$ cat src/rtl/spram_pkg.sv
// ---------------------------------------------------------------------------
// spram_pkg
// Shared constants and types for the spram single-port RAM wrapper and the
// ring-buffer FIFO controller that sequences it.
//   WIDTH   : data word width (must match the spram wrapper)
//   DEPTH   : RAM entries (power of two, so pointers wrap for free)
//   ADDRW   : RAM address width
//   WE_ALL / WE_NONE : nibble write-enable masks for a full-word write / idle
//   spram_ctl_state_t : controller FSM states
// ---------------------------------------------------------------------------
package spram_pkg;

  localparam int WIDTH = 16;
  localparam int DEPTH = 16384;
  localparam int ADDRW = $clog2(DEPTH);

  localparam logic [3:0] WE_ALL  = 4'hF;
  localparam logic [3:0] WE_NONE = 4'h0;

  typedef enum logic {
    S_IDLE,
    S_RD_WAIT
  } spram_ctl_state_t;

endpackage

$ cat src/rtl/spram_fifo_ctrl_if.sv
// ---------------------------------------------------------------------------
// spram_fifo_ctrl_if
// Bundles the FIFO write port, FIFO read port, fill level and the RAM-side
// bus of the spram FIFO controller.
//   wr_valid/wr_ready/wr_data : producer handshake into the FIFO
//   rd_valid/rd_ready/rd_data : consumer handshake out of the FIFO
//   fill                      : words held (RAM + in-flight read + output reg)
//   ram_we/ram_addr/ram_din   : controller -> spram
//   ram_dout                  : spram -> controller (one cycle after address)
// Modports:
//   slave  : the controller side
//   master : the surrounding system (producer, consumer and RAM)
// ---------------------------------------------------------------------------
interface spram_fifo_ctrl_if;
  import spram_pkg::*;

  logic             wr_valid;
  logic             wr_ready;
  logic [WIDTH-1:0] wr_data;

  logic             rd_valid;
  logic             rd_ready;
  logic [WIDTH-1:0] rd_data;

  logic [ADDRW:0]   fill;

  logic [3:0]       ram_we;
  logic [ADDRW-1:0] ram_addr;
  logic [WIDTH-1:0] ram_din;
  logic [WIDTH-1:0] ram_dout;

  modport slave (
    input  wr_valid, wr_data, rd_ready, ram_dout,
    output wr_ready, rd_valid, rd_data, fill, ram_we, ram_addr, ram_din
  );

  modport master (
    output wr_valid, wr_data, rd_ready, ram_dout,
    input  wr_ready, rd_valid, rd_data, fill, ram_we, ram_addr, ram_din
  );

endinterface

$ cat src/rtl/spram_fifo_ctrl.sv
// ---------------------------------------------------------------------------
// spram_fifo_ctrl
// Turns the spram single-port RAM (registered read data) into a ring-buffer
// FIFO. Words accepted on the write port are returned in order on the read
// port. Only one RAM access happens per cycle; a read issue has priority
// over a write. A read issued in cycle N lands in the output register at the
// end of cycle N+1 and is presented on rd_valid/rd_data in cycle N+2.
// Ports:
//   clk  : system clock
//   rst  : synchronous, active-high reset (RAM contents are kept)
//   bus  : spram_fifo_ctrl_if.slave - write/read handshakes, fill, RAM bus
// ---------------------------------------------------------------------------
module spram_fifo_ctrl
  import spram_pkg::*;
(
  input  logic              clk,
  input  logic              rst,
  spram_fifo_ctrl_if.slave  bus
);

  localparam logic [ADDRW:0]   CNT_FULL = (ADDRW+1)'(DEPTH);
  localparam logic [ADDRW-1:0] PTR_ONE  = ADDRW'(1);
  localparam logic [ADDRW:0]   CNT_ONE  = (ADDRW+1)'(1);

  spram_ctl_state_t state_q, state_d;

  logic [ADDRW-1:0] wr_ptr_q, wr_ptr_d;
  logic [ADDRW-1:0] rd_ptr_q, rd_ptr_d;
  logic [ADDRW-1:0] ram_addr_q, ram_addr_d;
  logic [ADDRW:0]   ram_cnt_q, ram_cnt_d;
  logic             out_vld_q, out_vld_d;
  logic [WIDTH-1:0] out_reg_q, out_reg_d;

  logic space_next;
  logic rd_go;
  logic wr_go;
  logic wr_ready;
  logic capture;
  logic pop;

  // FSM state register.
  always_ff @(posedge clk) begin
    if (rst) begin
      state_q <= S_IDLE;
    end else begin
      state_q <= state_d;
    end
  end

  // FSM next state: S_RD_WAIT always lasts exactly one cycle.
  always_comb begin
    state_d = state_q;
    case (state_q)
      S_IDLE:    if (rd_go) state_d = S_RD_WAIT;
      S_RD_WAIT: state_d = S_IDLE;
      default:   state_d = S_IDLE;
    endcase
  end

  // FSM outputs and port arbitration. A read is only issued when the output
  // register is guaranteed free at the capture edge, so the capture in
  // S_RD_WAIT never overwrites an unconsumed word. Writes yield the port to
  // a read issue.
  always_comb begin
    space_next = !out_vld_q || bus.rd_ready;
    rd_go      = 1'b0;
    capture    = 1'b0;
    case (state_q)
      S_IDLE:    rd_go   = !rst && (ram_cnt_q != '0) && space_next;
      S_RD_WAIT: capture = 1'b1;
      default:   ;
    endcase
    wr_ready = !rst && (ram_cnt_q != CNT_FULL) && !rd_go;
    wr_go    = bus.wr_valid && wr_ready;
    pop      = out_vld_q && bus.rd_ready;
  end

  // Datapath next state. rd_go and wr_go are mutually exclusive, so ram_cnt
  // only ever moves by one. ram_addr holds its last value on idle cycles.
  // A capture coinciding with a pop replaces the word and keeps it valid.
  always_comb begin
    wr_ptr_d   = wr_ptr_q;
    rd_ptr_d   = rd_ptr_q;
    ram_cnt_d  = ram_cnt_q;
    ram_addr_d = ram_addr_q;
    out_vld_d  = out_vld_q;
    out_reg_d  = out_reg_q;

    if (rd_go) begin
      ram_addr_d = rd_ptr_q;
      rd_ptr_d   = rd_ptr_q + PTR_ONE;
      ram_cnt_d  = ram_cnt_q - CNT_ONE;
    end else if (wr_go) begin
      ram_addr_d = wr_ptr_q;
      wr_ptr_d   = wr_ptr_q + PTR_ONE;
      ram_cnt_d  = ram_cnt_q + CNT_ONE;
    end

    if (capture) begin
      out_reg_d = bus.ram_dout;
      out_vld_d = 1'b1;
    end else if (pop) begin
      out_vld_d = 1'b0;
    end
  end

  // Control registers; reset drops any in-flight read via state and out_vld.
  always_ff @(posedge clk) begin
    if (rst) begin
      wr_ptr_q   <= '0;
      rd_ptr_q   <= '0;
      ram_cnt_q  <= '0;
      ram_addr_q <= '0;
      out_vld_q  <= 1'b0;
    end else begin
      wr_ptr_q   <= wr_ptr_d;
      rd_ptr_q   <= rd_ptr_d;
      ram_cnt_q  <= ram_cnt_d;
      ram_addr_q <= ram_addr_d;
      out_vld_q  <= out_vld_d;
    end
  end

  // Output data register needs no reset: it is qualified by out_vld.
  always_ff @(posedge clk) begin
    out_reg_q <= out_reg_d;
  end

  assign bus.wr_ready = wr_ready;
  assign bus.rd_valid = out_vld_q;
  assign bus.rd_data  = out_reg_q;
  assign bus.ram_we   = wr_go ? WE_ALL : WE_NONE;
  assign bus.ram_addr = ram_addr_d;
  assign bus.ram_din  = bus.wr_data;

  // Fill counts the word travelling from RAM to the output register too,
  // so it can reach DEPTH+1.
  assign bus.fill = ram_cnt_q
                  + (ADDRW+1)'(state_q == S_RD_WAIT)
                  + (ADDRW+1)'(out_vld_q);

  a_no_double_access: assert property (@(posedge clk) disable iff (rst)
    !(wr_go && rd_go));

  a_cnt_in_range: assert property (@(posedge clk)
    ram_cnt_q <= CNT_FULL);

  a_rd_data_stable: assert property (@(posedge clk) disable iff (rst)
    (out_vld_q && !bus.rd_ready) |=> (out_vld_q && $stable(out_reg_q)));

endmodule

$ cat src/flat_wrapper.sv
// flat-port wrapper written by rule: the top's interface ports become plain ports
module spram_fifo_ctrl_flat import spram_pkg::*;
  (clk, rst, bus_wr_valid, bus_wr_data, bus_rd_ready, bus_ram_dout, bus_wr_ready, bus_rd_valid, bus_rd_data, bus_fill, bus_ram_we, bus_ram_addr, bus_ram_din);
  spram_fifo_ctrl_if bus_i ();
  input  logic clk;
  input  logic rst;
  input wire logic [$bits(bus_i.wr_valid)-1:0] bus_wr_valid;
  input wire logic [$bits(bus_i.wr_data)-1:0] bus_wr_data;
  input wire logic [$bits(bus_i.rd_ready)-1:0] bus_rd_ready;
  input wire logic [$bits(bus_i.ram_dout)-1:0] bus_ram_dout;
  output wire logic [$bits(bus_i.wr_ready)-1:0] bus_wr_ready;
  output wire logic [$bits(bus_i.rd_valid)-1:0] bus_rd_valid;
  output wire logic [$bits(bus_i.rd_data)-1:0] bus_rd_data;
  output wire logic [$bits(bus_i.fill)-1:0] bus_fill;
  output wire logic [$bits(bus_i.ram_we)-1:0] bus_ram_we;
  output wire logic [$bits(bus_i.ram_addr)-1:0] bus_ram_addr;
  output wire logic [$bits(bus_i.ram_din)-1:0] bus_ram_din;
  assign bus_i.wr_valid = bus_wr_valid;
  assign bus_i.wr_data = bus_wr_data;
  assign bus_i.rd_ready = bus_rd_ready;
  assign bus_i.ram_dout = bus_ram_dout;
  assign bus_wr_ready = bus_i.wr_ready;
  assign bus_rd_valid = bus_i.rd_valid;
  assign bus_rd_data = bus_i.rd_data;
  assign bus_fill = bus_i.fill;
  assign bus_ram_we = bus_i.ram_we;
  assign bus_ram_addr = bus_i.ram_addr;
  assign bus_ram_din = bus_i.ram_din;
  spram_fifo_ctrl u_core (.clk(clk), .rst(rst), .bus(bus_i));
endmodule
$ cat config.mk
export PLATFORM = sky130hd
export DESIGN_NAME = spram_fifo_ctrl_flat
export DESIGN_NICKNAME = d
export VERILOG_FILES = /design/src/rtl/spram_pkg.sv /design/src/rtl/spram_fifo_ctrl_if.sv /design/src/rtl/spram_fifo_ctrl.sv /design/src/flat_wrapper.sv
export SDC_FILE = /design/constraint.sdc
export NUM_CORES = 1
export LEC_CHECK = 0
export CORE_UTILIZATION = 47
export DETAILED_ROUTE_END_ITERATION = 10
export PLACE_DENSITY = 0.77
export SETUP_SLACK_MARGIN = 0.2
export SYNTH_ARGS = -nofsm -noshare
export SYNTH_HDL_FRONTEND = slang
export SYNTH_SLANG_ARGS = --single-unit
$ cat constraint.sdc
create_clock -name clk -period 4.46 [get_ports clk]
set_input_delay 0.446 -clock clk [delete_from_list [all_inputs] [get_ports clk]]
set_output_delay 0.446 -clock clk [all_outputs]
set_load 0.01 [all_outputs]
==> run summary <==
final hold violations: 0
fmax: 250 MHz
num ports: 103
worst slew pin tran: 0.757 ns
Leakage: 1.89 nW
drt first-iter violations: 172
die footprint: 0.00907 mm^2
Post-CTS Setup Inserts: 0
Hold EP: u_core.ram_addr_q[10]
initial antenna violation count: 0
Cell Int Power: 0.00181 W
max-slew violations: 0
GR Util All Layers: 0.206
n_diodes: 0
Yosys reg bits: 75
H-tree depth: 3
crit-path cells: nor4_1, and4_1, a21oi_2, buf_4, buf_4, or2_1, o21ai_1, clkdlybuf4s50_1
Syn Nets: 506
CTS buffer count: 9
worst-skew pair later-pin latency: 0.35 ns
synth unique cells: 53
Final Skew: 0.00817 ns
drt wl/cell: 14.9 um
DRT Wirelength: 9.10 mm
CP max FO: 16
Worst EP arrival: 3.55 ns
post-route ant nets: 0
CTS tree: yes
Peak VDD IR: 278 uV
CTS sink cnt: 75
Comb power frac: 0.485
Main synth FF type: dfxtp_1
Via density: 5.45
Cells on Worst Hold Path: 2
routability congestion estimate: 0.847
Die H: 95.2 um
R2R Setup Slk: 0.70 ns
Post-synth EDFFs: 16
max_slew headroom: 0.496
# setup viols final: 0
Initial Util: 0.492
CP most frequent cell: buf_4
clock power share: 0.189
Post-DP HPWL: 6.55 mm
largest net degree at the start of global routing: 44
IO Port Bufs: 70
min Tclk post-route: 3.99 ns
hold wc startpoint: u_core.ram_addr_q[10]
Final Core Density: 0.598
final worst slack: 0.465 ns
share of cells above drive strength 1: 0.0750
Nets: 556
PD cells: 601 mW/mm^2
DRC: 0
Synth Instances: 452
Netlist Area Pre-Place: 0.00408 mm^2
status: finished, final reports clean
Clk pin slew, worst setup/hold paths: 0.08 ns
Mean Syn Cell Area: 9.04 um^2
Sw Pwr: 0.00118 W
Root Buffer: clkbuf_8
R2R Path Start: u_core.ram_cnt_q[10]
CP top delay family: simple AND/OR/NAND/NOR gates
RR Endpoint: u_core.ram_cnt_q[14]
first-pass GRT wire length: 14.4 mm
Seq/Total Area, Yosys: 0.407
Std-Cell Rows: 33
RSZ-0062 raised after global routing: no
Core ar.: 0.00830 mm^2
max-cap violation count: 0
Post-synth ARST share: 0
Sw Ratio: 0.394
# resized after CTS: 0
via count: 3335
kind of end point of the critical path: output pin
Worst EP required: 4.01 ns
Buffers & Inverters on Critical Path: 3
Worst Reg-to-Reg Cells: 12
Startpoint Class: register
hold_buf cts: 0
Hold WC Path Type: reg2reg
Setup TNS: 0 ns
Syn-to-layout area delta: 21.6%
synth warn: 0
Max clock buf depth: 2
1st-pass router iterations: 4
Horiz. Die Dim: 95.2 um
crit-path max cell delay: 0.57 ns
CP Class: reg2out
dpl ws: 0.652 ns
number of global-route vias before repair: 2969
total gr overflow: 0
Flop pwr share: 0.326
Worst path slowest cell: clkdlybuf4s50_1
fin crit share: 0.896
## logic make-up after synthesis
group | share of synthesized area
AOI/OAI and AO/OA | 0.158
xor gates and xnor gates | 0.0965
adders and majority gates | 0.0588
buffers and inverters | 0.0833
DFF | 0.407
muxes | 0.0110
and+or+nand+nor | 0.186
## tightest hold or removal path, delay by kind of cell (launching register included)
family,cells,cell delay (ns)
compound gates,1,0.05
simple gates,1,0.06
flops,1,0.30
## cell usage in the layout, fill, tap and decap left out, types with 8 or more instances in the layout
cell	instances
nand4_1	14
a21oi_1	20
ha_1	16
clkbuf_8	13
xnor2_1	24
nor2_1	35
edfxtp_1	16
clkdlybuf4s50_1	70
and2_1	16
xor2_1	21
inv_1	27
a22oi_1	13
and3_1	9
dfxtp_1	59
nand3_1	10
o21ai_0	10
nand2_1	36
o21ai_2	8
## Yosys cell counts (all sizes together), types with 4 or more instances
master	count	area (um^2)
or3	6	37.5
o21ai	24	150
a22oi	13	97.6
o211ai	6	45.0
nand4	14	87.6
xor2	21	184
nor2	36	143
edfxtp	16	480
ha	16	200
xnor2	24	210
dfxtp	59	1180
clkbuf	11	41.3
and3	9	56.3
o21bai	5	37.5
nor4	4	31.3
inv	27	101
a21o	5	37.5
buf	27	194
nor3	7	35.0
nand3	10	50.1
and2	16	100
a21oi	21	109
and4	4	35.0
nand2	36	135
a211oi	5	37.5
## power by group through the flow
stage          registers [W]  logic [W]  clock network (W)
3_5_place_dp        0.000989    0.00144                  0
5_1_grt             0.000994    0.00159           0.000594
2_1_floorplan       0.000981   0.000980                  0
6_report            0.000973    0.00145           0.000563
3_3_place_gp        0.000982    0.00141                  0
4_1_cts             0.000973    0.00145           0.000570
## worst max-delay path by stage
stage          depth (start not counted)                    to                  from  slack [ns]
4_1_cts                                8       bus_ram_addr[2]  u_core.ram_cnt_q[10]        0.45
5_1_grt                                8       bus_ram_addr[2]  u_core.ram_cnt_q[10]        0.27
6_report                               8       bus_ram_addr[2]  u_core.ram_cnt_q[10]        0.47
2_1_floorplan                         11  u_core.ram_cnt_q[11]                   rst        0.70
3_5_place_dp                          11      bus_ram_addr[10]                   rst        0.65
3_3_place_gp                          11      bus_ram_addr[10]                   rst        0.70
## metal layers
layer / global-route usage / part of all wire / vias up
met5: 0 / 0 / -
met1: 0.278 / 0.47 / 1567
met2: 0.321 / 0.46 / 92
li1: - / - / 1665
met3: 0.0463 / 0.058 / 11
met4: 0.0720 / 0.014 / 0
## area by class of cell
cell class              instances  area [um^2]
inverters                      28          105
flip-flops and latches         75         1660
well taps                     105          131
repair buffers                 77          753
clock buffers                  13          179
clock inverters                 3         43.8
fillers                       724         3330
multi-input cells             311         2090
## stage by stage
stage / area [um^2] / hold WS, ns / cells / power, W
after detailed placement: 4740 / 0.454 / 596 / 0.00243
after floorplan: 4080 / 0.440 / 452 / 0.00196
after CTS: 4960 / 0.464 / 612 / 0.00299
after global routing: 4960 / 0.513 / 612 / 0.00318
after global placement: 4740 / 0.457 / 596 / 0.00239
final: 4960 / 0.460 / 612 / 0.00298
## flip-flops by register name (all words and copies together) (netlist names)
signal and cells:
u_core.bus.rd_data 16, u_core.ram_cnt_q 15, u_core.ram_addr_q 14, u_core.rd_ptr_q 14
u_core.wr_ptr_q 14, u_core.bus.rd_valid 1, u_core.state_q 1
No activity file was read; power rests on OpenSTA's default activity.
